File: src/rtl/wbm_pkg.sv
// wbm_pkg: shared definitions for the single-transaction Wishbone initiator.
//   - Default bus geometry (word-address width, data width).
//   - Default timeout exponent, used when WBM_TIMEOUT_EN is defined.
//   - Controller state encoding, which is also exported on the debug port.
package wbm_pkg;

  localparam int unsigned WBM_AW         = 30;
  localparam int unsigned WBM_DW         = 32;
  localparam int unsigned WBM_TIMEOUT_LG = 10;

  typedef enum logic [1:0] {
    ST_IDLE = 2'b00,  // waiting for a command; command port open
    ST_REQ  = 2'b01,  // cyc=1, stb=1, waiting for the slave to drop stall
    ST_WAIT = 2'b10   // request accepted, waiting for ack/err
  } wbm_state_e;

endpackage

File: src/rtl/wbm_watchdog.sv
// wbm_watchdog: bus-cycle timeout counter.
//   i_clk, i_reset : clock, synchronous active-high reset
//   i_clear        : zero the counter (asserted on the cycle before cyc rises)
//   i_enable       : count this cycle (cyc is high)
//   o_expired      : counter at all-ones while enabled -> abort the cycle
// Only instantiated when WBM_TIMEOUT_EN is defined.
module wbm_watchdog #(
  parameter int unsigned CNT_W = 10
) (
  input  logic i_clk,
  input  logic i_reset,
  input  logic i_clear,
  input  logic i_enable,
  output logic o_expired
);

  logic [CNT_W-1:0] cnt_q;
  logic [CNT_W-1:0] cnt_d;

  always_comb begin
    cnt_d = cnt_q;
    if (i_clear) begin
      cnt_d = '0;
    end else if (i_enable) begin
      cnt_d = cnt_q + 1'b1;
    end
  end

  always_ff @(posedge i_clk) begin
    if (i_reset) begin
      cnt_q <= '0;
    end else begin
      cnt_q <= cnt_d;
    end
  end

  // The counter reads 0 on the first cyc cycle, so all-ones is reached on
  // the (2**CNT_W)th cycle of the bus cycle; cyc drops one cycle later.
  assign o_expired = i_enable && (cnt_q == {CNT_W{1'b1}});

endmodule

File: src/rtl/wbm_single.sv
// wbm_single: Wishbone B4 pipelined initiator, one read/write per command.
//
// Command side (valid/ready contract):
//   A command is taken on any cycle where i_cmd_stb=1 and o_cmd_busy=0.
//   i_cmd_stb while o_cmd_busy=1 is ignored; there is no back-pressure
//   other than busy. Each accepted command yields exactly one o_rsp_stb
//   pulse (unless i_reset intervenes); o_rsp_err is only ever high together
//   with o_rsp_stb. o_rsp_data updates only on a read ack without err.
//
// Ports:
//   i_clk, i_reset                 clock, synchronous active-high reset
//   i_cmd_stb/we/addr/data/sel     command request
//   o_cmd_busy                     transaction outstanding
//   o_rsp_stb/err/data             completion pulse, error flag, read data
//   o_wb_cyc/stb/we/addr/data/sel  Wishbone master outputs
//   i_wb_stall/ack/err/data        Wishbone slave responses
//   o_dbg_state                    controller state (debug)
//
// Build option: define WBM_TIMEOUT_EN to abort bus cycles that see no
// ack/err within 2**TIMEOUT_LG cycles (reported as an error response).
module wbm_single
  import wbm_pkg::*;
#(
  parameter int unsigned AW         = WBM_AW,
  parameter int unsigned DW         = WBM_DW,
  parameter int unsigned TIMEOUT_LG = WBM_TIMEOUT_LG
) (
  input  logic            i_clk,
  input  logic            i_reset,
  input  logic            i_cmd_stb,
  input  logic            i_cmd_we,
  input  logic [AW-1:0]   i_cmd_addr,
  input  logic [DW-1:0]   i_cmd_data,
  input  logic [DW/8-1:0] i_cmd_sel,
  output logic            o_cmd_busy,
  output logic            o_rsp_stb,
  output logic            o_rsp_err,
  output logic [DW-1:0]   o_rsp_data,
  output logic            o_wb_cyc,
  output logic            o_wb_stb,
  output logic            o_wb_we,
  output logic [AW-1:0]   o_wb_addr,
  output logic [DW-1:0]   o_wb_data,
  output logic [DW/8-1:0] o_wb_sel,
  input  logic            i_wb_stall,
  input  logic            i_wb_ack,
  input  logic            i_wb_err,
  input  logic [DW-1:0]   i_wb_data,
  output wbm_state_e      o_dbg_state
);

  // Elaboration-time parameter sanity checks.
  if ((DW % 8) != 0) begin : g_dw_check
    $error("wbm_single: DW must be a multiple of 8");
  end
  if (TIMEOUT_LG == 0) begin : g_lg_check
    $error("wbm_single: TIMEOUT_LG must be at least 1");
  end

  wbm_state_e      state_q, state_d;
  logic            we_q, we_d;
  logic [AW-1:0]   addr_q, addr_d;
  logic [DW-1:0]   data_q, data_d;
  logic [DW/8-1:0] sel_q, sel_d;
  logic            rsp_stb_q, rsp_stb_d;
  logic            rsp_err_q, rsp_err_d;
  logic [DW-1:0]   rsp_data_q, rsp_data_d;

  logic cyc;
  logic cmd_take;
  logic expired;
  logic bus_done;

  // cyc/stb are pure decodes of the registered state, so they are glitch
  // free and change exactly one cycle after the decision that moves state.
  assign cyc      = (state_q != ST_IDLE);
  assign cmd_take = (state_q == ST_IDLE) && i_cmd_stb;

`ifdef WBM_TIMEOUT_EN
  wbm_watchdog #(
    .CNT_W (TIMEOUT_LG)
  ) u_watchdog (
    .i_clk     (i_clk),
    .i_reset   (i_reset),
    .i_clear   (cmd_take),
    .i_enable  (cyc),
    .o_expired (expired)
  );
`else
  assign expired = 1'b0;
`endif

  // ack/err are honoured in REQ as well as WAIT, even while stalled, so a
  // misbehaving slave cannot wedge the master.
  assign bus_done = cyc && (i_wb_ack || i_wb_err || expired);

  always_comb begin
    state_d    = state_q;
    we_d       = we_q;
    addr_d     = addr_q;
    data_d     = data_q;
    sel_d      = sel_q;
    rsp_stb_d  = 1'b0;
    rsp_err_d  = 1'b0;
    rsp_data_d = rsp_data_q;

    case (state_q)
      ST_IDLE: begin
        if (i_cmd_stb) begin
          we_d    = i_cmd_we;
          addr_d  = i_cmd_addr;
          data_d  = i_cmd_data;
          sel_d   = i_cmd_sel;
          state_d = ST_REQ;
        end
      end
      ST_REQ: begin
        if (!bus_done && !i_wb_stall) begin
          state_d = ST_WAIT;
        end
      end
      ST_WAIT: begin
        state_d = ST_WAIT;
      end
      default: begin
        state_d = ST_IDLE;
      end
    endcase

    if (bus_done) begin
      state_d   = ST_IDLE;
      rsp_stb_d = 1'b1;
      // err beats ack; a timeout only counts when no ack arrived with it.
      rsp_err_d = i_wb_err || (expired && !i_wb_ack);
      if (i_wb_ack && !i_wb_err && !we_q) begin
        rsp_data_d = i_wb_data;
      end
    end
  end

  always_ff @(posedge i_clk) begin
    if (i_reset) begin
      state_q    <= ST_IDLE;
      we_q       <= 1'b0;
      addr_q     <= '0;
      data_q     <= '0;
      sel_q      <= '0;
      rsp_stb_q  <= 1'b0;
      rsp_err_q  <= 1'b0;
      rsp_data_q <= '0;
    end else begin
      state_q    <= state_d;
      we_q       <= we_d;
      addr_q     <= addr_d;
      data_q     <= data_d;
      sel_q      <= sel_d;
      rsp_stb_q  <= rsp_stb_d;
      rsp_err_q  <= rsp_err_d;
      rsp_data_q <= rsp_data_d;
    end
  end

  assign o_cmd_busy  = cyc;
  assign o_rsp_stb   = rsp_stb_q;
  assign o_rsp_err   = rsp_err_q;
  assign o_rsp_data  = rsp_data_q;
  assign o_wb_cyc    = cyc;
  assign o_wb_stb    = (state_q == ST_REQ);
  assign o_wb_we     = we_q;
  assign o_wb_addr   = addr_q;
  assign o_wb_data   = data_q;
  assign o_wb_sel    = sel_q;
  assign o_dbg_state = state_q;

endmodule
File: config.mk
export PLATFORM = sky130hd
export DESIGN_NAME = wbm_single
export DESIGN_NICKNAME = d
export VERILOG_FILES = /design/src/rtl/wbm_pkg.sv /design/src/rtl/wbm_watchdog.sv /design/src/rtl/wbm_single.sv
export SDC_FILE = /design/constraint.sdc
export NUM_CORES = 1
export LEC_CHECK = 0
export ABC_CLOCK_PERIOD_IN_PS = 1600
export CORE_ASPECT_RATIO = 0.6
export CORE_MARGIN = 1
export CORE_UTILIZATION = 34
export DETAILED_ROUTE_END_ITERATION = 10
export MAX_ROUTING_LAYER = met4
export PLACE_DENSITY = 0.76
export RECOVER_POWER = 100
export SETUP_SLACK_MARGIN = 0.2
export SLEW_MARGIN = 20
export SYNTH_ARGS = -nofsm -noshare
export SYNTH_HDL_FRONTEND = slang
export SYNTH_SLANG_ARGS = --single-unit
File: constraint.sdc
create_clock -name i_clk -period 1.6 [get_ports i_clk]
set_input_delay 0.4 -clock i_clk [delete_from_list [all_inputs] [get_ports i_clk]]
set_output_delay 0.4 -clock i_clk [all_outputs]
set_load 0.02 [all_outputs]
; Word-level counts from Yosys, hierarchy flattened
; Cells that the tools add are included.
; W data, S select, Z words.
[word_totals]
regBits = 103
out_inout_bits = 106
[op_classes]
eq_ne = 4
muxes = 4
bitwise = 1
n_reduce_logical = 16
[op_table]
columns = operator, n
row1 = $pmux W2 S3, 1
row2 = $reduce_and A2 Y1, 3
row3 = $logic_and A1 B1 Y1, 4
row4 = $logic_not A1 Y1, 4
row5 = $mux W2, 2
row6 = $reduce_or A2 Y1, 2
row7 = $eq A2 B1 Y1 const B, 1
row8 = $eq A2 B2 Y1 const B, 1
row9 = $logic_not A2 Y1, 1
row10 = $ne A2 B1 Y1 const B, 1
row11 = $ne A2 B2 Y1 const B, 1
row12 = $reduce_bool A2 Y1, 1
row13 = $logic_or A1 B1 Y1, 1
row14 = $mux W1, 1
row15 = $not A1 Y1, 1

; Logic depth before layout (Yosys ltp)
; Gate-level depths: netlist of run 1.
[depth]
depth_word = 6
ltp_mapped = 8
mapped_depth_nobuf = 5

; Least setup slack after synthesis of run 1
; Ideal clock, no wire load.
[synth_timing]
path_type = register to register
start = register state_q[0] (netlist: o_dbg_state[0])
end = register rsp_data_q[10] (netlist: o_rsp_data[10])
setup_ps = 132
arrival_time_ps = 1630
setup_slack_ps = -162
path_stages_with_launch = 8
synth_period_minus_slack_ps = 1762
cell_sequence = dfxtp_1 > inv_1 > ha_1 > or4b_1 > buf_2 > buf_6 > nand2_1 > a21oi_1
[synth_via]
elab_chain_cells = 3
[synth_rtl]
columns = element, line_no
row1 = "start, declared", wbm_single.sv:60  ; wbm_state_e state_q, state_d;
row2 = "start signal, assigned", wbm_single.sv:152  ; state_q <= state_d;
row3 = $reduce_bool A2 Y1, wbm_single.sv:76  ; assign cyc = (state_q != ST_IDLE);
row4 = $logic_and A1 B1 Y1, wbm_single.sv:95  ; assign bus_done = cyc && (i_wb_ack || i_wb_err || expired);
row5 = $reduce_and A2 Y1 (no line), n/a
row6 = "end signal, assigned", wbm_single.sv:159  ; rsp_data_q <= rsp_data_d;
row7 = "end, declared", wbm_single.sv:67  ; logic [DW-1:0] rsp_data_q, rsp_data_d;
; Every way passes these cells.
; A chain may end at the register's enable or synchronous reset.

; Final worst setup path of run 1
[layout_timing]
start = register state_q[0] (netlist: o_dbg_state[0])
end = register rsp_data_q[3] (netlist: o_rsp_data[3])
; Same word-level chain as after synthesis.

==> flow_metrics.tcl, run 1 <==
set metrics [dict create \
    syn_nets 570 \
    vias 3909 \
    die_h_um 82.7 \
    cts-root-buf "clkbuf_16" \
    final_common_cell "nand2_1" \
    yosysUniqueCellTypes 18 \
    hold_viol 0 \
    layout-drive-gt1-share_pct 11.4 \
    status "completed" \
    synth_cells 462 \
    hpwl_mm 7.92 \
    firstDrtPassIters 4 \
    cts.sinks 103 \
    overflow 0 \
    final_util_pct 58.4 \
    grt_pass1_vias 3614 \
    post-route-min-period_ns 1.55 \
    fmax_mhz 646 \
    peakVddDrop_v 0.000581 \
    netlist_area_um2 3690 \
    crit_arrival_ns 1.81 \
    ys_ff_latch 103 \
    yosysWarnings 0 \
    clockBufferDepth 2 \
    p_leak_nw 2.28 \
    finClkSkew_ns 0.00817 \
    core_um2 10600 \
    num_rows 29 \
    post_drt_wl_per_cell_um 14.7 \
    cts_tree "built" \
    routed_wl_mm 12.1 \
    critical-path-max-stage-delay_ns 0.37 \
    numCtsBuffers 9 \
    num-fill-cells 998 \
    grt_first_pass_wirelength_mm 17.1 \
    port_buffers 210 \
    route.detailed.drc 0 \
    powerDensity_nw_per_um2 1370 \
    rsz0062_at_grt "yes" \
    avgSynthCellArea_um2 7.99 \
    antenna_found_initial 0 \
    cp.required_ns 1.87 \
    die_area_um2 11300 \
    grt_max_degree 58 \
    final-setup-viol-count 0 \
    finish.net_count 786 \
    worst_slew_pin_slew_ns 0.304 \
    final_cell_mix "188 x nand2_1, 103 x clkdlybuf4s50_1, 101 x dfxtp_1" \
    boundaryPins 211 \
    dr.first_iter.drc_count 139 \
    cp_common_cell "buf_6" \
    dieWidth_um 137 \
    period_share_pct 96.8 \
    cp-end-kind "register" \
    slew_violations 0 \
    final_cell_area_um2 6170 \
    crit_path_top_delay_cell "dfxtp_4" \
    place.gp.congestion 0.800 \
    cap_violations 0 \
    path_cells "inv_4 -> ha_4 -> buf_6 -> nor4b_4 -> buf_6 -> clkbuf_16 -> nand2_1 -> a21oi_1" \
    area_delta_synth_final_pct 67.2 \
    min_path_type "in2reg" \
    critPathLaunchType "register" \
    crit_fanout 10 \
    regArea_um2 2070 \
    antenna_cells 0 \
    viasPerCell 4.76 \
    placed_area_um2 6010 \
    grt_use_total_pct 20.2 \
    maxSlewHeadroom_pct 79.7 \
    seq_area_frac_synth_pct 55.9 \
    multiInputGateArea_um2 1540 \
    cts_hold_buf 0 \
    htree_num_levels 3 \
    postRouteAntennaNets 0 \
    start_util_pct 35.0 \
    cts.clk_slew.worst_paths_ns 0.07 \
    worstSetupPathType "reg2reg" \
    clk_latency_ns 0.33 \
]
-- kinds of logic (layout without fill, tap and decap cells) --
| kind of cell | count (synthesis) | count (layout) | synth area share (%) |
|---|---|---|---|
| AOI/OAI and AO/OA | 103 | 103 | 14.4 |
| adders and majority gates | 3 | 3 | 1.02 |
| buffers and inverters | 38 | 259 | 5.53 |
| DFF | 103 | 103 | 55.9 |
| and+or+nand+nor | 215 | 215 | 23.2 |
-- layer usage --
layer  share of wire [%]  track usage [%]  routed length (µm)  vias to the layer above
li1                    -                -                   -                     1913
met1                  45             23.9                5400                     1848
met2                  46             33.7                5600                      134
met3                 7.2             5.74                 872                       14
met4                 1.6             6.11                 187                        0
met5                   0                -                   0                        -
-- sequential cells by signal (all words and copies together), names as in the netlist --
name,cells
o_wb_addr,30
o_rsp_stb,1
o_wb_we,1
o_rsp_data,32
o_wb_sel,4
o_wb_data,32
o_rsp_err,1
o_dbg_state,2
-- cell type report --
cell class,instances,share of cell area (%)
flip-flops and latches,103,33.5
multi-input cells,321,24.9
clock inverters,4,0.487
repair buffers,240,34.0
clock buffers,12,3.99
inverters,3,0.264
well taps,139,2.82
-- critical path, delay by kind of cell, from the launching register on --
kind | cells | cell delay, ns
buffers and inverters | 4 | 0.51
adder cells (fa/ha/maj) | 1 | 0.16
AO/OA/AOI/OAI | 1 | 0.15
flip-flops | 1 | 0.37
AND/OR/NAND/NOR | 2 | 0.28
-- path summary, 6_finish.rpt --
check / slack [ns] / startpoint / to / depth (start not counted)
setup / recovery: 0.05 / o_dbg_state[0] / o_rsp_data[3] / 8
hold / removal: 0.34 / i_reset / o_rsp_stb / 2
setup reg to reg: 0.05 / o_dbg_state[0] / o_rsp_data[3] / 8
hold reg to reg: 0.45 / o_wb_addr[11] / o_wb_addr[11] / 2
-- power by group --
group	total, W	switching [W]	internal [W]
logic	0.00322	0.00181	0.00141
registers	0.00318	0.000215	0.00296
clock network	0.00203	0.000926	0.00110
total	0.00842	0.00295	0.00547
-- stage by stage --
step | hold slack (ns) | power (W) | std cells | setup TNS, ns | setup slack (ns)
4_1_cts | 0.325 | 0.00852 | 815 | 0 | 0.0451
2_1_floorplan | 0.522 | 0.00481 | 462 | 0 | 0.0549
5_1_grt | 0.345 | 0.00887 | 822 | 0 | 0.0136
3_5_place_dp | 0.444 | 0.00629 | 792 | -7.78 | -0.234
6_report | 0.343 | 0.00842 | 822 | 0 | 0.0512
3_3_place_gp | 0.439 | 0.00621 | 792 | -6.27 | -0.203
-- synth_stat cells --
cell	count	area [µm²]
nand2_1	202	758
dfxtp_1	103	2060
a21oi_1	99	495
clkbuf_1	18	67.6
buf_2	10	50.1
buf_6	6	67.6
nor2b_1	5	31.3
and2_1	3	18.8
ha_1	3	37.5
inv_1	3	11.3
o2111ai_1	2	17.5
o221ai_1	2	17.5
buf_4	1	7.51
nand2b_1	1	6.26
nor2_1	1	3.75
nor3_1	1	5.00
nor4b_4	1	23.8
or4b_1	1	10.0
-- what timing repair did --
item	in CTS	in global routing
endpoints found under the setup margin	205	172
cloned	3	4
pin swaps	35	17
buffers inserted	4	3
gates resized for setup	304	86
No activity file was read; power rests on OpenSTA's default activity.
==> inputs of run 2 (changes only) <==
- CAP_MARGIN: not set -> 20
- SKIP_CTS_REPAIR_TIMING: not set -> 1
==> flow_metrics.tcl, run 2 (same netlist as run 1, synthesis figures left out) <==
set metrics [dict create \
    slew_violations 0 \
    antenna_found_initial 0 \
    hold_ws_ns 0.362 \
    postRouteAntennaNets 0 \
    overflow 0 \
    place.gp.congestion 0.800 \
    firstDrtPassIters 4 \
    port_buffers 210 \
    clkPwrFrac_pct 20.4 \
    antenna_cells 0 \
    path_cells "inv_4 -> ha_4 -> or4b_4 -> clkbuf_16 -> nand2_2 -> a21oi_1" \
    boundaryPins 211 \
    num_rows 29 \
    r2r_cells 6 \
    crit_path_top_delay_cell "or4b_4" \
    start_util_pct 35.0 \
    finish.net_count 803 \
    die_area_um2 11300 \
    dp_slack_ns -0.234 \
    finClkSkew_ns 0.0101 \
    p_leak_nw 3.73 \
    numCtsBuffers 9 \
    status "finished with violations" \
    dp.cells 792 \
    p_switching_w 0.00375 \
    layout-drive-gt1-share_pct 35.6 \
    violations "setup timing" \
    final_cell_mix "102 x nand2_1, 102 x clkdlybuf4s50_1, 100 x dfxtp_1" \
    area_delta_synth_final_pct 105 \
    clockBufferDepth 2 \
    peakVddDrop_v 0.000726 \
    rsz0062_at_grt "yes" \
    crit_fanout 7 \
    power_frac_seq_pct 32.1 \
    final-setup-viol-count 26 \
    critPathLaunchType "register" \
    comb_power_share_pct 47.5 \
    fmax_mhz 610 \
    grt_first_pass_wirelength_mm 16.1 \
    setup_ws_ns -0.0396 \
    routed_wl_mm 15.1 \
    grt_max_degree 58 \
    die_h_um 82.7 \
    post-route-min-period_ns 1.64 \
    critical-path-max-stage-delay_ns 0.58 \
    dieWidth_um 137 \
    dr.first_iter.drc_count 165 \
    switching_share_pct 37.3 \
    worstSetupPathType "reg2reg" \
    cts.sinks 103 \
    grt_pass1_vias 3442 \
    stdcell_count 839 \
    cts-root-buf "clkbuf_16" \
    cts_tree "built" \
    hold_viol 0 \
    cap_violations 0 \
    crit_arrival_ns 1.85 \
    clk_latency_ns 0.34 \
    maxSlewHeadroom_pct 69.4 \
    htree_num_levels 3 \
    viasPerCell 4.97 \
    powerDensity_nw_per_um2 1320 \
    hpwl_mm 7.92 \
    min_path_type "in2reg" \
    period_share_pct 102 \
    worst_slew_pin_slew_ns 0.459 \
    grt_use_total_pct 18.9 \
    cp.required_ns 1.81 \
    tns_ns -0.403 \
    route.detailed.drc 0 \
    post_drt_wl_per_cell_um 18.0 \
    p_int_w 0.00629 \
    core_um2 10600 \
    hold_path_depth 2 \
    cts.clk_slew.worst_paths_ns 0.07 \
    cp-end-kind "register" \
    vias 4174 \
]
run 2: changes by cell type in the layout (fill, tap and decap cells not counted), sizes merged, moves of 2 or more:
cell           delta
dlymetal6s2s     +50
clkbuf            -4
dlygate4sd2       -2
clkdlybuf4s25    -30
buf               +3
run 2: worst paths after layout:
kind	from	to	slack [ns]
min reg2reg	o_rsp_data[10]	o_rsp_data[10]	0.46
max reg2reg	o_dbg_state[0]	o_rsp_data[4]	-0.04
min	i_reset	o_rsp_stb	0.36
max	o_dbg_state[0]	o_rsp_data[4]	-0.04
run 2: power groups by stage:
| stage | clock network, W | logic (W) | registers (W) |
|---|---|---|---|
| finish | 0.00205 | 0.00477 | 0.00322 |
| global route | 0.00221 | 0.00501 | 0.00326 |
| CTS | 0.00209 | 0.00306 | 0.00318 |
| detailed placement | 0 | 0.00306 | 0.00323 |
| global placement | 0 | 0.00300 | 0.00321 |
| floorplan | 0 | 0.00113 | 0.00369 |
run 2: through the flow:
stage               utilization (%)  power, W  instance area [µm²]
finish                         71.8    0.0100                 7580
global route                   71.8    0.0105                 7580
CTS                            59.5   0.00833                 6280
detailed placement             56.9   0.00629                 6010
global placement               56.9   0.00621                 6010
floorplan                         -   0.00481                 3730
run 2: critical path: cells and delay by family (launching register included):
kind                       cells  cell delay (ns)
and+or+nand+nor                2             0.63
DFF                            1             0.38
buffers and inverters          2             0.26
adders and majority gates      1             0.18
AOI/OAI and AO/OA              1             0.06
run 2: per-layer routing:
metal	share of wire, %	GRT usage, %	vias up
met5	0	-	-
met4	2.0	5.33	0
met3	7.4	5.68	26
met2	47	31.2	178
met1	43	22.4	2012
li1	-	-	1958
run 2: layout make-up:
class                   instances  area [µm²]
inverters                       3        18.8
well taps                     139         174
repair buffers                256        2680
flip-flops and latches        103        2070
clock buffers                  12         246
multi-input cells             322        2360
fillers                       781        2980
clock inverters                 4        30.0
